File: config.mk
export PLATFORM = sky130hd
export DESIGN_NAME = dadda_mac_16x16
export DESIGN_NICKNAME = d
export VERILOG_FILES = /design/src/rtl/dadda_mac_pkg.sv /design/src/rtl/dadda_16x16_uncompressed2.sv /design/src/rtl/dadda_mac_16x16.sv
export SDC_FILE = /design/constraint.sdc
export NUM_CORES = 1
export LEC_CHECK = 0
export ABC_AREA = 0
export BUFFER_PORTS_ARGS = -buffer_cell sky130_fd_sc_hd__buf_2
export CORE_ASPECT_RATIO = 1.5
export CORE_MARGIN = 2
export CORE_UTILIZATION = 25
export CTS_CLUSTER_SIZE = 25
export DETAILED_ROUTE_END_ITERATION = 8
export GPL_TIMING_DRIVEN = 0
export PLACE_DENSITY = 0.48
export SLEW_MARGIN = 20
export SYNTH_ARGS = -nofsm -noshare
export SYNTH_HDL_FRONTEND = slang
export SYNTH_SLANG_ARGS = --single-unit
File: constraint.sdc
create_clock -name clk -period 28.3 [get_ports clk]
set_input_delay 5.66 -clock clk [delete_from_list [all_inputs] [get_ports clk]]
set_output_delay 5.66 -clock clk [all_outputs]
set_load 0.01 [all_outputs]
File: src/rtl/dadda_mac_pkg.sv
// ----------------------------------------------------------------------------
// dadda_mac_pkg : shared widths and pipeline-stage types, rev 1.0
// ----------------------------------------------------------------------------
`default_nettype none

package dadda_mac_pkg;

  localparam int OPER_W    = 16;
  localparam int PROD_W    = 32;
  localparam int ACC_W_DEF = 40;
  localparam int CNT_W_DEF = 8;

  typedef struct packed {
    logic [OPER_W-1:0] a;
    logic [OPER_W-1:0] b;
    logic              last;
    logic              valid;
  } s1_t;

  typedef struct packed {
    logic [PROD_W-1:0] prod;
    logic              last;
    logic              valid;
  } s2_t;

endpackage

`default_nettype wire

File: src/rtl/dadda_16x16_uncompressed2.sv
// ----------------------------------------------------------------------------
// dadda_16x16_uncompressed2 : combinational 16x16 unsigned multiplier, rev 1.0
// ----------------------------------------------------------------------------
`default_nettype none

module dadda_16x16_uncompressed2
  import dadda_mac_pkg::*;
(
  input  logic [OPER_W-1:0] a,
  input  logic [OPER_W-1:0] b,
  output logic [PROD_W-1:0] final_result
);

  logic [PROD_W-1:0] sum_v;
  logic [PROD_W-1:0] carry_v;
  logic [PROD_W-1:0] pp;
  logic [PROD_W-1:0] s_new;
  logic [PROD_W-1:0] c_new;

  // Partial products are folded into a sum/carry pair with 3:2 compressors so
  // only one carry-propagate adder sits at the end of the tree.
  always_comb begin
    sum_v   = '0;
    carry_v = '0;
    pp      = '0;
    s_new   = '0;
    c_new   = '0;
    for (int i = 0; i < OPER_W; i++) begin
      pp      = b[i] ? (PROD_W'(a) << i) : '0;
      s_new   = sum_v ^ carry_v ^ pp;
      c_new   = ((sum_v & carry_v) | (sum_v & pp) | (carry_v & pp)) << 1;
      sum_v   = s_new;
      carry_v = c_new;
    end
    final_result = sum_v + carry_v;
  end

endmodule

`default_nettype wire

File: src/rtl/dadda_mac_16x16.sv
// ----------------------------------------------------------------------------
// dadda_mac_16x16 : pipelined 16x16 multiply-accumulate over grouped terms, rev 1.0
// ----------------------------------------------------------------------------
`default_nettype none

module dadda_mac_16x16
  import dadda_mac_pkg::*;
#(
  parameter int ACC_W = ACC_W_DEF,
  parameter int CNT_W = CNT_W_DEF
) (
  input  logic              clk,
  input  logic              rst,
  input  logic              acc_clr,
  input  logic              in_valid,
  output logic              in_ready,
  input  logic [OPER_W-1:0] in_a,
  input  logic [OPER_W-1:0] in_b,
  input  logic              in_last,
  output logic              out_valid,
  input  logic              out_ready,
  output logic [ACC_W-1:0]  out_acc,
  output logic [CNT_W-1:0]  out_cnt,
  output logic              out_ovf
);

  s1_t              s1;
  s2_t              s2;
  logic [ACC_W-1:0] acc;
  logic [CNT_W-1:0] cnt;
  logic             ovf;

  logic              stall;
  logic [PROD_W-1:0] prod;
  logic [ACC_W:0]    sum_ext;
  logic [CNT_W-1:0]  cnt_n;
  logic              ovf_n;
  logic              load_out;

  assign stall    = out_valid & ~out_ready;
  assign in_ready = ~stall & ~acc_clr & ~rst;

  dadda_16x16_uncompressed2 u_mult (
    .a           (s1.a),
    .b           (s1.b),
    .final_result(prod)
  );

  assign sum_ext  = {1'b0, acc} + (ACC_W+1)'(s2.prod);
  assign cnt_n    = (&cnt) ? cnt : cnt + CNT_W'(1);
  assign ovf_n    = ovf | sum_ext[ACC_W];
  assign load_out = ~acc_clr & ~stall & s2.valid & s2.last;

  always_ff @(posedge clk) begin
    if (rst) begin
      s1        <= '0;
      s2        <= '0;
      acc       <= '0;
      cnt       <= '0;
      ovf       <= 1'b0;
      out_valid <= 1'b0;
      out_acc   <= '0;
      out_cnt   <= '0;
      out_ovf   <= 1'b0;
    end else begin
      if (acc_clr) begin
        s1.valid <= 1'b0;
        s2.valid <= 1'b0;
        acc      <= '0;
        cnt      <= '0;
        ovf      <= 1'b0;
      end else if (!stall) begin
        // in_ready is high on this path, so in_valid alone marks an accepted beat
        s1 <= '{a: in_a, b: in_b, last: in_last, valid: in_valid};
        s2 <= '{prod: prod, last: s1.last, valid: s1.valid};
        if (s2.valid) begin
          if (s2.last) begin
            acc <= '0;
            cnt <= '0;
            ovf <= 1'b0;
          end else begin
            acc <= sum_ext[ACC_W-1:0];
            cnt <= cnt_n;
            ovf <= ovf_n;
          end
        end
      end

      if (load_out) begin
        out_valid <= 1'b1;
        out_acc   <= sum_ext[ACC_W-1:0];
        out_cnt   <= cnt_n;
        out_ovf   <= ovf_n;
      end else if (out_ready) begin
        out_valid <= 1'b0;
      end
    end
  end

endmodule

`default_nettype wire

* Word level (Yosys, flattened, before mapping) *
Cells that the tools add are included.

storage, ports and cells
  flip-flop bits (word level) = 167
  latch bits = 0
  memory bits (writable) = 0
  memory bits (read-only) = 0
  input bits = 38
  output and inout bits = 51
  logic and storage cells = 154
  memories = 0

operators by class
  add/subtract/negate cells = 3
  $mul = 0
  div/mod/pow operators = 0
  magnitude comparators = 0
  equality and inequality tests = 0
  shift-type cells = 0
  mux-type cells = 22
  bitwise gates (word level) = 110
  reductions and logical operators = 5

operators by type and width
  kind                                       count
  31-bit AND                                 38
  31-bit OR                                  28
  32-bit XOR                                 14
  31-bit by 29-bit AND with 31-bit output    2
  31-bit by 30-bit AND with 31-bit output    2
  40-bit by 32-bit adder with 41-bit output  1
  40-bit two-way mux                         1
  32-bit adder                               1
  32-bit by 18-bit XOR with 32-bit output    1
  32-bit by 19-bit XOR with 32-bit output    1
  32-bit by 20-bit XOR with 32-bit output    1
  32-bit by 21-bit XOR with 32-bit output    1
  32-bit by 22-bit XOR with 32-bit output    1
  32-bit by 23-bit XOR with 32-bit output    1
  32-bit by 24-bit XOR with 32-bit output    1
  32-bit by 25-bit XOR with 32-bit output    1
  32-bit by 26-bit XOR with 32-bit output    1
  32-bit by 27-bit XOR with 32-bit output    1
  32-bit by 28-bit XOR with 32-bit output    1
  32-bit by 29-bit XOR with 32-bit output    1
  32-bit by 30-bit XOR with 32-bit output    1
  32-bit by 31-bit XOR with 32-bit output    1
  31-bit two-way mux                         1
  30-bit two-way mux                         1
  26 further kinds                           37

* Longest topological paths before layout *
  depth in word-level cells = 45
  depth in mapped cells = 33

* Cells and area by module *
Synthesis repeated with hierarchy kept, for this count alone.

second synthesis, totals
  cell total of the unflattened synthesis = 1755
  area, all modules = 14843.0 µm²

by module, submodules not included
  module                     times used  cells each  area each (µm²)
  dadda_mac_16x16            1           1044        8164.1
  dadda_16x16_uncompressed2  1           711         6678.9

* Worst setup path before layout *
OpenSTA, ideal clock, no wires.

  path type = input to output
  from = in out_ready
  to = out in_ready
  data arrival time = 6.626 ns
  required time = 22.640 ns
  setup slack = 16.014 ns
  stages on the path = 6
  cells stage by stage = nand2b_1 -> clkbuf_1 -> nand2b_1 -> clkbuf_1 -> clkbuf_1 -> nor2_1

on the way
  word-level cells in the longest chain between the ends = 5

RTL lines
  what                    line                   text
  from (decl)             dadda_mac_16x16.sv:21  input logic out_ready,
  1-bit NOT               dadda_mac_16x16.sv:40  assign stall = out_valid & ~out_ready;
  1-bit AND               dadda_mac_16x16.sv:40
  1-bit NOT (no line)     -
  1-bit AND (2 in a row)  dadda_mac_16x16.sv:41  assign in_ready = ~stall & ~acc_clr & ~rst;
  to (decl)               dadda_mac_16x16.sv:16  output logic in_ready,

Every way passes these cells.

* Final worst setup path *
Same ends and word-level chain as after synthesis.

==> load_flow_metrics.sql <==
INSERT INTO impl_metrics (metric_group, metric, value, unit) VALUES
('synth', 'post_synth_num_cell_types', '73', ''),
('synth', 'synthDominantCellAreaShare', '29.2', '%'),
('synth', 'synth_area', '0.0146', 'mm²'),
('final_layout', 'post-route-cell-area', '0.0165', 'mm²'),
('sta', 'timing_max_transition_violations_final', '0', ''),
('sta', 'fin_crit', '13270', 'ps'),
('synth', 'synth_cells', '1674', ''),
('sta', 'maximum_clock_frequency', '75.4', 'MHz'),
('critical_path', 'critical_path_peak_fanout', '10', ''),
('die', 'fp-row-count', '108', ''),
('pwr', 'ir_drop', '0.0000314', 'V'),
('detailed_routing', 'wl_per_instance', '16.5', 'µm'),
('clock_tree', 'max-clock-path-buffers', '2', ''),
('placed_design', 'port_bufs', '88', ''),
('clock_tree', 'cts_made_buffers', '17', ''),
('die', 'chipHeight', '300', 'µm'),
('synth', 'synth-main-ff-cell', 'dfxtp_1', ''),
('sta', 'finalHoldViolations', '0', ''),
('sta', 'holdWs', '455', 'ps'),
('detailed_routing', 'detailedRoute.firstIterationViolations', '485', ''),
('sta', 'timing.max_slew.rel_slack', '36.4', '%'),
('final_layout', 'layout.cells.most_common', 'nand2_1', ''),
('flow_run', 'cap_violations', '0', ''),
('critical_path', 'timing.critical_path.required', '22640', 'ps'),
('placed_design', 'gp_congestion', '0.867', ''),
('sta', 'finClkSkew', '13.9', 'ps'),
('final_layout', 'area_delta_synth_final', '13.7', '%'),
('global_route', 'maximum_number_of_pins_on_one_net_before_global_route_repair', '17', ''),
('pwr', 'power.density_cell_area', '36.0', 'mW/mm²'),
('pwr', 'static-leakage-power', '5.68', 'nW'),
('final_layout', 'finish.net_count', '2094', ''),
('die', 'initial_utilization', '25.2', '%'),
('global_route', 'globalRouteOverflowTotal', '0', ''),
('detailed_routing', 'avgViaCountPerCell', '4.57', ''),
('synth', 'synth_fp_nets', '1987', ''),
('synth', 'yosysWarnings', '0', ''),
('final_layout', 'insertedDiodeCount', '0', ''),
('critical_path', 'regToRegEndpoint', 's2[30]', ''),
('hold_path', 'whs_endpoint', 'out_acc[5]', ''),
('critical_path', 'ff2ff_setup_slack', '17760', 'ps'),
('sta', 'setup_viol_count_final', '0', ''),
('sta', 'timing_worst_slew_pin_value', '954', 'ps'),
('sta', 'post-route-period-util', '46.9', '%'),
('pwr', 'combPwrFrac', '18.1', '%'),
('global_route', 'gr-usage-all-layers', '14.2', '%'),
('critical_path', 'startpoint_type', 'input pin', ''),
('sta', 'setup_tns', '0', 'ps'),
('pwr', 'power.share.clock', '40.6', '%'),
('pwr', 'power_switching_share', '31.7', '%'),
('status', 'result_of_the_run', 'complete, no violations', ''),
('clock_tree', 'ctsRootBufferMaster', 'clkbuf_16', ''),
('synth', 'netlist_top_cells_area', 'fa_1, dfxtp_1, nand2_1', ''),
('synth', 'yosys.area.top_type', 'fa_1', ''),
('pwr', 'internal_power', '407', 'µW'),
('synth', 'synth.avg_cell_area', '8.70', 'µm²'),
('clock_tree', 'post_cts_setup_inserts', '0', ''),
('critical_path', 'worst-setup-path-type', 'in -> out', ''),
('clock_tree', 'htree_depth', '4', ''),
('die', 'floorplan.die.width', '201', 'µm'),
('detailed_routing', 'route.antenna.remaining_nets', '0', ''),
('pwr', 'report.power.total', '597', 'µW'),
('sta', 'grt_setup_unrepaired', 'false', ''),
('synth', 'synth.yosys.seq_area_share', '23.0', '%'),
('die', 'design.die.area', '0.0602', 'mm²'),
('critical_path', 'endpoint_kind', 'output pin', ''),
('clock_tree', 'cts_tree', 'done', ''),
('clock_tree', 'ctsHoldBuffers', '0', ''),
('detailed_routing', 'route.vias.total', '11700', ''),
('critical_path', 'r2r_cells', '32', ''),
('clock_tree', 'path_clk_slew', '60', 'ps'),
('global_route', 'grt_pass1_vias', '12100', '');
## sequential cells by signal, indices dropped and copies added, names as in the netlist
register	count
acc	40
ovf	1
out_valid	1
out_cnt	8
cnt	8
s1	34
out_ovf	1
s2	34
out_acc	40
## synthesized netlist by cell type, types with 3 or more instances
| cell type | instances |
|---|---|
| nand2_1 | 392 |
| fa_1 | 212 |
| dfxtp_1 | 167 |
| a21oi_1 | 129 |
| clkbuf_1 | 110 |
| nor2_1 | 106 |
| inv_1 | 97 |
| and2_1 | 63 |
| ha_1 | 63 |
| a211oi_1 | 34 |
| xnor2_1 | 32 |
| o21ai_0 | 27 |
| nand3_1 | 20 |
| nor3_1 | 18 |
| a22oi_1 | 17 |
| a21o_1 | 16 |
| xor2_1 | 16 |
| and3_1 | 10 |
| nand2b_1 | 10 |
| a22o_1 | 8 |
| or3_1 | 8 |
| o21ai_1 | 7 |
| o21a_1 | 6 |
| a31oi_1 | 5 |
| mux2i_1 | 5 |
| nand2_2 | 5 |
| nand4_1 | 5 |
| nor2b_1 | 5 |
| o21bai_1 | 5 |
| nand3b_1 | 4 |
| o211ai_1 | 4 |
| o31ai_1 | 4 |
| or2_2 | 4 |
| a221oi_1 | 3 |
| a2bb2oi_1 | 3 |
| a41oi_1 | 3 |
| buf_1 | 3 |
| nor4_1 | 3 |
## kinds of logic (layout without fill, tap and decap cells)
| logic type | count (synthesis) | after routing | share of synthesized area [%] |
|---|---|---|---|
| xor+xnor | 48 | 48 | 2.89 |
| mux | 5 | 5 | 0.344 |
| compound gates | 304 | 304 | 13.9 |
| flops | 167 | 167 | 23.0 |
| simple gates | 663 | 663 | 19.8 |
| buf+inv | 212 | 332 | 5.48 |
| fa+ha+maj | 275 | 275 | 34.6 |
## worst max path at each step
stage / startpoint / endpoint / slack (ps) / cells after the start
floorplan: out_ready / in_ready / 16010 / 6
global placement: out_ready / in_ready / 14960 / 8
detailed placement: out_ready / in_ready / 14950 / 8
CTS: out_ready / in_ready / 14950 / 8
global route: out_ready / in_ready / 14870 / 8
finish: out_ready / in_ready / 15030 / 8
## critical path: stages
cell and delay [ps]:
buf_2 100, nand2b_1 130, clkbuf_1 190, nand2b_1 140, clkbuf_1 410, clkbuf_1 560
nor2_1 200, buf_2 200
## final cells by class
class / instances / area (µm²)
multi-input cells: 1295 / 10400
inverters: 97 / 364
well taps: 770 / 963
clock inverters: 13 / 144
plain buffers: 115 / 434
fillers: 6271 / 41200
repair buffers: 88 / 440
clock buffers: 19 / 443
flip-flops and latches: 167 / 3340
## routing by layer
layer  track usage [%]  wire length, µm
met5                 0                0
met1              15.8            17400
met2              27.8            23400
met4              3.65              520
met3              2.00             1050
## stage by stage
stage / cells / setup slack [ps]
final: 2564 / 15030
after global routing: 2564 / 14870
after CTS: 2564 / 14950
after detailed placement: 2532 / 14950
after global placement: 2532 / 14960
after floorplan: 1674 / 16010
## power by group through the flow
stage / Clock (mW) / Combinational, mW / Sequential (mW)
after floorplan: 0 / 0.0763 / 0.249
after global placement: 0 / 0.107 / 0.252
after detailed placement: 0 / 0.108 / 0.252
after CTS: 0.247 / 0.109 / 0.247
after global routing: 0.256 / 0.122 / 0.248
final: 0.242 / 0.108 / 0.247
(Power assumes the default switching activity.)
